`src/rtl/rv_pkg.sv`:
```
// Shared RV32I decode definitions: opcodes, format bit positions, ALU codes and
// the decoded bundle that travels from decode to register-read.
package rv_pkg;

    // Bundle fields are sized for the widest supported XLEN; narrower cores truncate.
    localparam int XLEN_MAX = 64;

    localparam logic [6:0] OPC_OP       = 7'b0110011;
    localparam logic [6:0] OPC_OP_IMM   = 7'b0010011;
    localparam logic [6:0] OPC_LOAD     = 7'b0000011;
    localparam logic [6:0] OPC_JALR     = 7'b1100111;
    localparam logic [6:0] OPC_MISC_MEM = 7'b0001111;
    localparam logic [6:0] OPC_SYSTEM   = 7'b1110011;
    localparam logic [6:0] OPC_STORE    = 7'b0100011;
    localparam logic [6:0] OPC_BRANCH   = 7'b1100011;
    localparam logic [6:0] OPC_LUI      = 7'b0110111;
    localparam logic [6:0] OPC_AUIPC    = 7'b0010111;
    localparam logic [6:0] OPC_JAL      = 7'b1101111;

    localparam int FMT_W = 6;
    localparam int FMT_R = 0;
    localparam int FMT_I = 1;
    localparam int FMT_S = 2;
    localparam int FMT_B = 3;
    localparam int FMT_U = 4;
    localparam int FMT_J = 5;

    localparam logic [3:0] ALU_ADD = 4'b0000;
    localparam logic [3:0] ALU_SUB = 4'b1000;

    typedef struct packed {
        logic [XLEN_MAX-1:0] pc;
        logic [FMT_W-1:0]    fmt;
        logic [4:0]          rd;
        logic [4:0]          rs1;
        logic [4:0]          rs2;
        logic [2:0]          funct3;
        logic [XLEN_MAX-1:0] imm;
        logic [3:0]          alu_op;
        logic                illegal;
    } decode_bundle_t;

    function automatic logic [FMT_W-1:0] fmt_onehot(input int pos);
        return FMT_W'(1) << pos;
    endfunction

endpackage

```
`src/rtl/rv_inst_decode.sv`:
```
// Purely combinational RV32I field extraction: instruction word + PC in,
// decode_bundle_t out. Unknown opcodes produce an all-zero bundle flagged illegal.
module rv_inst_decode
    import rv_pkg::*;
#(
    parameter int XLEN = 32
) (
    input  logic [31:0]     inst_i,
    input  logic [XLEN-1:0] pc_i,
    output decode_bundle_t  bundle_o
);

    logic [6:0]       opcode;
    logic [2:0]       funct3;
    logic [FMT_W-1:0] fmt;
    logic [3:0]       alu_op;
    logic [31:0]      imm32;
    logic             has_rd;
    logic             has_rs1;
    logic             has_rs2;

    assign opcode = inst_i[6:0];
    assign funct3 = inst_i[14:12];

    // NOTE: every always_comb output is given a default first, so no path can infer a latch.
    always_comb begin
        fmt    = '0;
        alu_op = ALU_ADD;
        case (opcode)
            OPC_OP: begin
                fmt    = fmt_onehot(FMT_R);
                alu_op = {inst_i[30], funct3};
            end
            OPC_OP_IMM: begin
                fmt    = fmt_onehot(FMT_I);
                alu_op = {(funct3 == 3'b101) && inst_i[30], funct3};
            end
            OPC_LOAD, OPC_JALR, OPC_MISC_MEM, OPC_SYSTEM: fmt = fmt_onehot(FMT_I);
            OPC_STORE:          fmt = fmt_onehot(FMT_S);
            OPC_BRANCH: begin
                fmt    = fmt_onehot(FMT_B);
                alu_op = ALU_SUB;
            end
            OPC_LUI, OPC_AUIPC: fmt = fmt_onehot(FMT_U);
            OPC_JAL:            fmt = fmt_onehot(FMT_J);
            default:            ;
        endcase
    end

    always_comb begin
        imm32 = '0;
        if (fmt[FMT_I]) begin
            imm32 = {{20{inst_i[31]}}, inst_i[31:20]};
        end else if (fmt[FMT_S]) begin
            imm32 = {{20{inst_i[31]}}, inst_i[31:25], inst_i[11:7]};
        end else if (fmt[FMT_B]) begin
            imm32 = {{19{inst_i[31]}}, inst_i[31], inst_i[7], inst_i[30:25], inst_i[11:8], 1'b0};
        end else if (fmt[FMT_U]) begin
            imm32 = {inst_i[31:12], 12'h000};
        end else if (fmt[FMT_J]) begin
            imm32 = {{11{inst_i[31]}}, inst_i[31], inst_i[19:12], inst_i[20], inst_i[30:21], 1'b0};
        end
    end

    assign has_rd  = fmt[FMT_R] | fmt[FMT_I] | fmt[FMT_U] | fmt[FMT_J];
    assign has_rs1 = fmt[FMT_R] | fmt[FMT_I] | fmt[FMT_S] | fmt[FMT_B];
    assign has_rs2 = fmt[FMT_R] | fmt[FMT_S] | fmt[FMT_B];

    always_comb begin
        bundle_o         = '0;
        bundle_o.pc      = XLEN_MAX'(pc_i);
        bundle_o.fmt     = fmt;
        bundle_o.illegal = (fmt == '0);
        bundle_o.alu_op  = alu_op;
        bundle_o.imm     = XLEN_MAX'($signed(imm32));
        bundle_o.rd      = has_rd  ? inst_i[11:7]  : 5'd0;
        bundle_o.rs1     = has_rs1 ? inst_i[19:15] : 5'd0;
        bundle_o.rs2     = has_rs2 ? inst_i[24:20] : 5'd0;
        if (fmt != '0) begin
            bundle_o.funct3 = funct3;
        end
    end

endmodule

```
`src/rtl/decode_stage.sv`:
```
// Pipelined decode stage: one-cycle registered decode with valid/ready handshake,
// optional skid register for full throughput under backpressure, and flush.
module decode_stage
    import rv_pkg::*;
#(
    parameter int WORD_SIZE = 32,
    parameter int XLEN      = 32,
    parameter int SKID      = 1
) (
    input  logic                 CLK,
    input  logic                 rst,
    input  logic                 flush,
    input  logic                 in_valid,
    output logic                 in_ready,
    input  logic [WORD_SIZE-1:0] in_inst,
    input  logic [XLEN-1:0]      in_pc,
    output logic                 out_valid,
    input  logic                 out_ready,
    output logic [XLEN-1:0]      out_pc,
    output logic [5:0]           out_fmt,
    output logic [4:0]           out_rd,
    output logic [4:0]           out_rs1,
    output logic [4:0]           out_rs2,
    output logic [2:0]           out_funct3,
    output logic [XLEN-1:0]      out_imm,
    output logic [3:0]           out_alu_op,
    output logic                 out_illegal
);

    decode_bundle_t dec_bundle;
    decode_bundle_t out_q;
    decode_bundle_t out_d;
    logic           out_valid_q;
    logic           out_valid_d;
    logic           out_free;
    logic           accept;

    rv_inst_decode #(.XLEN(XLEN)) u_decode (
        .inst_i   (in_inst),
        .pc_i     (in_pc),
        .bundle_o (dec_bundle)
    );

    assign out_free = !out_valid_q || out_ready;
    assign accept   = in_valid && in_ready && !flush;

    generate
        if (SKID != 0) begin : g_skid
            decode_bundle_t skid_q;
            decode_bundle_t skid_d;
            logic           skid_valid_q;
            logic           skid_valid_d;

            // Registered ready: only a full skid can refuse, so fetch never sees out_ready.
            assign in_ready = !skid_valid_q;

            always_comb begin
                out_d        = out_q;
                out_valid_d  = out_valid_q;
                skid_d       = skid_q;
                skid_valid_d = skid_valid_q;
                if (flush) begin
                    out_valid_d  = 1'b0;
                    skid_valid_d = 1'b0;
                end else if (out_free) begin
                    if (skid_valid_q) begin
                        out_d        = skid_q;
                        out_valid_d  = 1'b1;
                        skid_valid_d = 1'b0;
                    end else begin
                        out_valid_d = accept;
                        if (accept) out_d = dec_bundle;
                    end
                end else if (accept) begin
                    skid_d       = dec_bundle;
                    skid_valid_d = 1'b1;
                end
            end

            // NOTE: skid payload has no reset; it is never observed unless skid_valid_q is set.
            always_ff @(posedge CLK) begin
                skid_q <= skid_d;
            end

            always_ff @(posedge CLK) begin
                if (rst) skid_valid_q <= 1'b0;
                else     skid_valid_q <= skid_valid_d;
            end
        end else begin : g_direct
            assign in_ready = out_free;

            always_comb begin
                out_d       = out_q;
                out_valid_d = out_valid_q;
                if (flush) begin
                    out_valid_d = 1'b0;
                end else if (out_free) begin
                    out_valid_d = accept;
                    if (accept) out_d = dec_bundle;
                end
            end
        end
    endgenerate

    // NOTE: sequential state uses non-blocking assignments so every register sees pre-edge values.
    always_ff @(posedge CLK) begin
        if (rst) begin
            out_valid_q <= 1'b0;
            out_q       <= '0;
        end else begin
            out_valid_q <= out_valid_d;
            out_q       <= out_d;
        end
    end

    assign out_valid   = out_valid_q;
    assign out_pc      = XLEN'(out_q.pc);
    assign out_fmt     = out_q.fmt;
    assign out_rd      = out_q.rd;
    assign out_rs1     = out_q.rs1;
    assign out_rs2     = out_q.rs2;
    assign out_funct3  = out_q.funct3;
    assign out_imm     = XLEN'(out_q.imm);
    assign out_alu_op  = out_q.alu_op;
    assign out_illegal = out_q.illegal;

endmodule

```
`config.mk`:
```
export PLATFORM = sky130hd
export DESIGN_NAME = decode_stage
export DESIGN_NICKNAME = d
export VERILOG_FILES = /design/src/rtl/rv_pkg.sv /design/src/rtl/rv_inst_decode.sv /design/src/rtl/decode_stage.sv
export SDC_FILE = /design/constraint.sdc
export NUM_CORES = 1
export LEC_CHECK = 0
export CORE_MARGIN = 2
export CORE_UTILIZATION = 30
export DETAILED_ROUTE_END_ITERATION = 16
export HOLD_SLACK_MARGIN = 0.03
export PLACE_DENSITY = 0.56
export SYNTH_ARGS = -nofsm -noshare
export SYNTH_HDL_FRONTEND = slang
export SYNTH_SLANG_ARGS = --single-unit
```
`constraint.sdc`:
```
create_clock -name CLK -period 11.88 [get_ports CLK]
set_clock_uncertainty 0.2 [all_clocks]
set_input_delay 2.376 -clock CLK [delete_from_list [all_inputs] [get_ports CLK]]
set_output_delay 2.376 -clock CLK [all_outputs]
set_load 0.1 [all_outputs]
```
==> metrics.md, run 1 <==
| Metric | Value |
|---|---|
| Cell area after synthesis | `0.007898 mm²` |
| CP max stage cell | `clkdlybuf4s50_1` |
| Via count | `6,098` |
| Post-synth top flop | `dfxtp_1` |
| Post-Synth Adder-Cell Area | `0` |
| Ys async rst share | `0` |
| Compound-cell area share of the yosys netlist | `0.1728` |
| Post-CTS Hold Fix Bufs | `0` |
| Critical path arrival | `2890 ps` |
| Worst skew pair latency | `430 ps` |
| Crit-path cells | `clkinv_1 -> buf_4 -> clkdlybuf4s50_1` |
| Site Rows | `59` |
| Final period utilization | `0.4598` |
| Fin Setup TNS | `0 ps` |
| # IOs | `164` |
| CTS tree | `built` |
| Nets | `928` |
| Sequential fraction of the synthesis area | `0.5944` |
| Syn_nets | `794` |
| RSZ-0062 raised after global routing | `false` |
| HP Class | `flip-flop to flip-flop` |
| Fraction of layout cells with a size suffix above 1 | `0.06766` |
| Final std cells w/o fill | `1,207` |
| Post-CTS Setup Inserts | `0` |
| Post-cts repair resize count | `0` |
| DRC | `0` |
| Port bufs | `163` |
| CORE AREA | `0.02598 mm²` |
| Tmin final | `5463 ps` |
| Placed insts | `1,175` |
| Leak Pwr | `3.721 nW` |
| Clock buffer depth | `2` |
| Number of enable flip-flop cells after synthesis | `93` |
| Starting Density | `0.3039` |
| Post-DR wirelength/cell | `18.01 µm` |
| CP peak stage delay | `1020 ps` |
| Synth warn | `0` |
| Synth Area in Simple Gates | `0.1557` |
| Largest net degree at the start of global routing | `68` |
| Grt ovf | `0` |
| Post-Synth XOR/XNOR Area | `0` |
| CTS root buffer | `clkbuf_16` |
| Diode count | `0` |
| Critical path type | `flip-flop to output port` |
| Endpoints failing setup | `0` |
| Die W | `166.3 µm` |
| P&R area growth vs syn | `31.11%` |
| Kind of end point of the critical path | `output port` |
| Initial antenna violation count | `0` |
| Final GP Congestion | `0.8116` |
| Detailed-route wire length | `21.74 mm` |
| Cell variety after synth | `54` |
| Pins Over Slew Limit | `0` |
| Critical Path Start Type | `flip-flop` |
| Clk pin slew, worst setup/hold paths | `80 ps` |
| Commonest non-fill, non-tap cell in the layout | `clkdlybuf4s50_1` |
| Number of global-route vias before repair | `6,016` |
| Fmax | `183.1 MHz` |
| Post-synthesis mux area share | `0.04309` |
| Via density | `5.052` |
| H-tree depth | `4` |
| Routed Antenna Nets | `0` |
| Router iterations before antenna repair | `4` |
| Commonest non-fill, non-tap cells in the layout | `clkdlybuf4s50_1 (162), dfxtp_1 (94), edfxtp_1 (93)` |
| Sink Count | `188` |
| Largest family of logic cells by synthesized area | `compound AO/OA/AOI/OAI gates` |
| Slew @ Worst Pin | `1079 ps` |
| GRT Overall Usage | `0.1574` |
| Die height | `166.3 µm` |
| PnR Total Power | `1.518 mW` |
| PwrDens | `146.6 mW/mm²` |
| Crit path required time | `9300 ps` |
| Worst-path maximum fanout | `27` |
| Yosys reg bits | `188` |
| Slew margin rel. | `0.2787` |
| Status | `finished clean` |
| Final Hold Vio Count | `0` |
| Num CTS Buffers | `17` |
| Die area | `0.02764 mm²` |
| Mean Syn Cell Area | `10.89 µm²` |
| Max VDD drop | `0.00006562 V` |
| Detailed Route Iter0 Violations | `391` |
| First-pass GRT wire length | `34.56 mm` |
| Mapped Cells | `725` |
| Post-DP HPWL | `14.30 mm` |
| Max cap viols | `0` |
## critical path: cells and delay by family, from the launching register on
family / cells / cell delay (ps)
buffers and inverters: 3 / 2000
flip-flops: 1 / 430
## final cells by class
cell class                 instances  area, µm²
clock buffer                      18      429.2
clock inverter                    14      133.9
timing repair buffer             172       1694
fill                            2535      15630
sequential                       188       4698
inverter                           8      30.03
tap                              335      419.2
multi-input combinational        472       2950
## routing by layer
metal / vias to the layer above / global-route usage / share of wire
li1: 2974 / - / -
met1: 2940 / 0.2215 / 0.48
met2: 178 / 0.2396 / 0.46
met3: 6 / 0.03932 / 0.055
met4: 0 / 0.04723 / 0.0080
met5: - / 0 / 0
## report_power, final
part           switching [mW]  internal, mW  total, mW
Clock                   0.271         0.277      0.548
Sequential            0.00953         0.695      0.705
Combinational           0.194        0.0716      0.265
## stage by stage
| step | worst slack (ps) | area [µm²] | util | hold WS (ps) |
|---|---|---|---|---|
| floorplan | 4642 | 7898 | - | 289.5 |
| global placement | 6543 | 9792 | 0.3768 | 261.8 |
| detailed placement | 6493 | 9792 | 0.3768 | 259.5 |
| CTS | 6385 | 10350 | 0.3985 | 270.5 |
| global route | 6274 | 10350 | 0.3985 | 289.6 |
| finish | 6417 | 10350 | 0.3985 | 269.1 |
## cell usage after synthesis, drive strengths merged, types with 2 or more instances
cell type,n,share of area
a211oi,37,0.035
a21oi,45,0.029
a221oi,17,0.025
a22o,5,0.0055
a2bb2oi,11,0.012
a311oi,2,0.0022
a31oi,2,0.0016
a32o,11,0.014
and2,28,0.022
and3,15,0.012
and3b,3,0.0033
buf,19,0.012
clkbuf,38,0.018
dfxtp,95,0.24
edfxtp,93,0.35
inv,7,0.0033
mux2i,34,0.043
nand2,58,0.028
nand2b,5,0.0040
nand3,25,0.016
nand4,5,0.0040
nor2,72,0.035
nor2b,3,0.0024
nor3,14,0.010
nor4,2,0.0024
o211ai,5,0.0048
o21a,2,0.0019
o21ai,41,0.026
o22ai,2,0.0016
o2bb2ai,5,0.0055
o41ai,2,0.0022
or3,2,0.0016
or4,6,0.0057
## cell families (layout without fill, tap and decap cells)
kind of cell           after synthesis  after routing
AND/OR/NAND/NOR                    247            247
flip-flops                         188            188
AO/OA/AOI/OAI                      191            191
buffers and inverters               65            212
multiplexers                        34             34
## path summary, 6_finish.rpt
check	start	end	slack (ps)	cells after the start
max reg2reg	g_skid.skid_valid_q$_SDFFE_PP0P_	g_skid.skid_q[4]$_DFFE_PP_	9100	4
min	out_imm[14]$_SDFFE_PP0P_	out_imm[14]$_SDFFE_PP0P_	270	2
max	g_skid.skid_valid_q$_SDFFE_PP0P_	in_ready	6420	3
min reg2reg	out_imm[14]$_SDFFE_PP0P_	out_imm[14]$_SDFFE_PP0P_	270	2
## state kept, by name (all words and copies together) (netlist names), 3 cells and up
signal	cells
g_skid.skid_q	93
out_alu_op	4
out_fmt	6
out_funct3	3
out_imm	32
out_pc	32
out_rd	5
out_rs1	5
out_rs2	5
No activity file was read; power rests on OpenSTA's default activity.
==> inputs of run 2 (changes only) <==
==> constraint.sdc (replaced) <==
create_clock -name CLK -period 5.1 [get_ports CLK]
set_clock_uncertainty 0.2 [all_clocks]
set_input_delay 1.02 -clock CLK [delete_from_list [all_inputs] [get_ports CLK]]
set_output_delay 1.02 -clock CLK [all_outputs]
set_load 0.1 [all_outputs]
==> run 2 against run 1 <==
Effect of this change:
- sequential cell count unchanged
- worst hold slack better by 1.2 ps
- clock power up 140%
- final cell count about the same
- largest power group unchanged
- highest routed layer unchanged
==> metrics.md, run 2 (synthesis gave the netlist of run 1 again) <==
| Metric | Value |
|---|---|
| Via density | `5.100` |
| Kind of end point of the critical path | `flip-flop` |
| Biggest register | `g_skid.skid_q` |
| Slew @ Worst Pin | `1073 ps` |
| Critical path type | `input pin to flip-flop` |
| Nets | `929` |
| Post-CTS Hold Fix Bufs | `0` |
| GRT Overall Usage | `0.1604` |
| Max reg flops | `93` |
| Diode count | `0` |
| First-pass GRT wire length | `34.90 mm` |
| Design area | `0.01037 mm²` |
| P&R area growth vs syn | `31.35%` |
| Reg area | `0.004698 mm²` |
| Pins Over Slew Limit | `0` |
| Die area | `0.02764 mm²` |
| Router iterations before antenna repair | `5` |
| Detailed Route Iter0 Violations | `488` |
| HP Class | `flip-flop to flip-flop` |
| Post-DR wirelength/cell | `18.57 µm` |
| Site Rows | `59` |
| PnR Total Power | `3.576 mW` |
| Post-cts repair resize count | `0` |
| Multi-input logic area | `0.002950 mm²` |
| Number of global-route vias before repair | `5,879` |
| Area after DPL | `0.009797 mm²` |
| Max VDD drop | `0.0001738 V` |
| CTS tree | `built` |
| Fin util | `0.3992` |
| FILL cells | `2,534` |
| CORE AREA | `0.02598 mm²` |
| Critical Path Start Type | `input pin` |
| RSZ-0062 raised after global routing | `false` |
| Tmin final | `3410 ps` |
| Num CTS Buffers | `17` |
| Commonest non-fill, non-tap cell in the layout | `clkdlybuf4s50_1` |
| Die height | `166.3 µm` |
| PwrDens | `344.7 mW/mm²` |
| Crit path required time | `5190 ps` |
| Port bufs | `163` |
| Post-DP HPWL | `14.59 mm` |
| Grt ovf | `0` |
| DRC | `0` |
| Worst-path maximum fanout | `16` |
| Final Hold Vio Count | `0` |
| Fraction of layout cells with a size suffix above 1 | `0.06987` |
| Max cap viols | `0` |
| H-tree depth | `4` |
| Via count | `6,161` |
| Final GP Congestion | `0.8361` |
| Sink Count | `188` |
| Fin Setup TNS | `0 ps` |
| Clk pin slew, worst setup/hold paths | `70 ps` |
| Starting Density | `0.3039` |
| Clock buffer depth | `2` |
| Fmax | `293.2 MHz` |
| Commonest non-fill, non-tap cells in the layout | `clkdlybuf4s50_1 (161), dfxtp_1 (94), edfxtp_1 (93)` |
| Worst skew pair latency | `440 ps` |
| Largest net degree at the start of global routing | `65` |
| Post-CTS Setup Inserts | `0` |
| Slew margin rel. | `0.2826` |
| Status | `finished clean` |
| # IOs | `164` |
| Critical path arrival | `3500 ps` |
| Leak Pwr | `3.737 nW` |
| Endpoints failing setup | `0` |
| Initial antenna violation count | `0` |
| Detailed-route wire length | `22.43 mm` |
| Final period utilization | `0.6687` |
| CTS root buffer | `clkbuf_16` |
| Routed Antenna Nets | `0` |
| Die W | `166.3 µm` |
[run 2: area by class of cell]
type                    count  area share
multi-input cells         472      0.2844
flip-flops and latches    188      0.4529
repair buffers            173      0.1638
well taps                 335     0.04041
clock buffers              18     0.04137
clock inverters            14     0.01423
inverters                   8    0.002895
[run 2: power breakdown]
group / internal (mW) / switching [mW] / total, mW
clock network: 0.655 / 0.662 / 1.32
registers: 1.62 / 0.0224 / 1.64
logic: 0.167 / 0.451 / 0.617
[run 2: final timing paths]
check,start,endpoint,slack [ps],depth (start not counted)
max,in_inst[3],out_imm[17]$_SDFFE_PP0P_,1690,6
max reg2reg,g_skid.skid_valid_q$_SDFFE_PP0P_,out_imm[27]$_SDFFE_PP0P_,2000,4
min reg2reg,out_imm[12]$_SDFFE_PP0P_,out_imm[12]$_SDFFE_PP0P_,270,2
min,out_imm[12]$_SDFFE_PP0P_,out_imm[12]$_SDFFE_PP0P_,270,2
[run 2: per-layer routing]
metal | GRT usage | wire (µm) | up-vias
met3 | 0.03789 | 1023 | 14
li1 | - | - | 2975
met2 | 0.2499 | 10470 | 163
met5 | 0 | 0 | -
met4 | 0.03673 | 182 | 0
met1 | 0.2270 | 10760 | 3009
[run 2: stage by stage]
stage | setup slack [ps] | std cells | hold WS [ps]
floorplan | 781.8 | 725 | 289.5
global placement | 1306 | 1176 | 259.4
detailed placement | 1256 | 1176 | 261.1
CTS | 1689 | 1208 | 276.6
global route | 1512 | 1208 | 291.9
finish | 1690 | 1208 | 270.3
[run 2: critical path, cell delays in order]
cell and delay (ps):
clkdlybuf4s50_1 780, nand4bb_1 380, nor2_2 160, o31ai_4 480, and2_1 540, a221oi_2 140
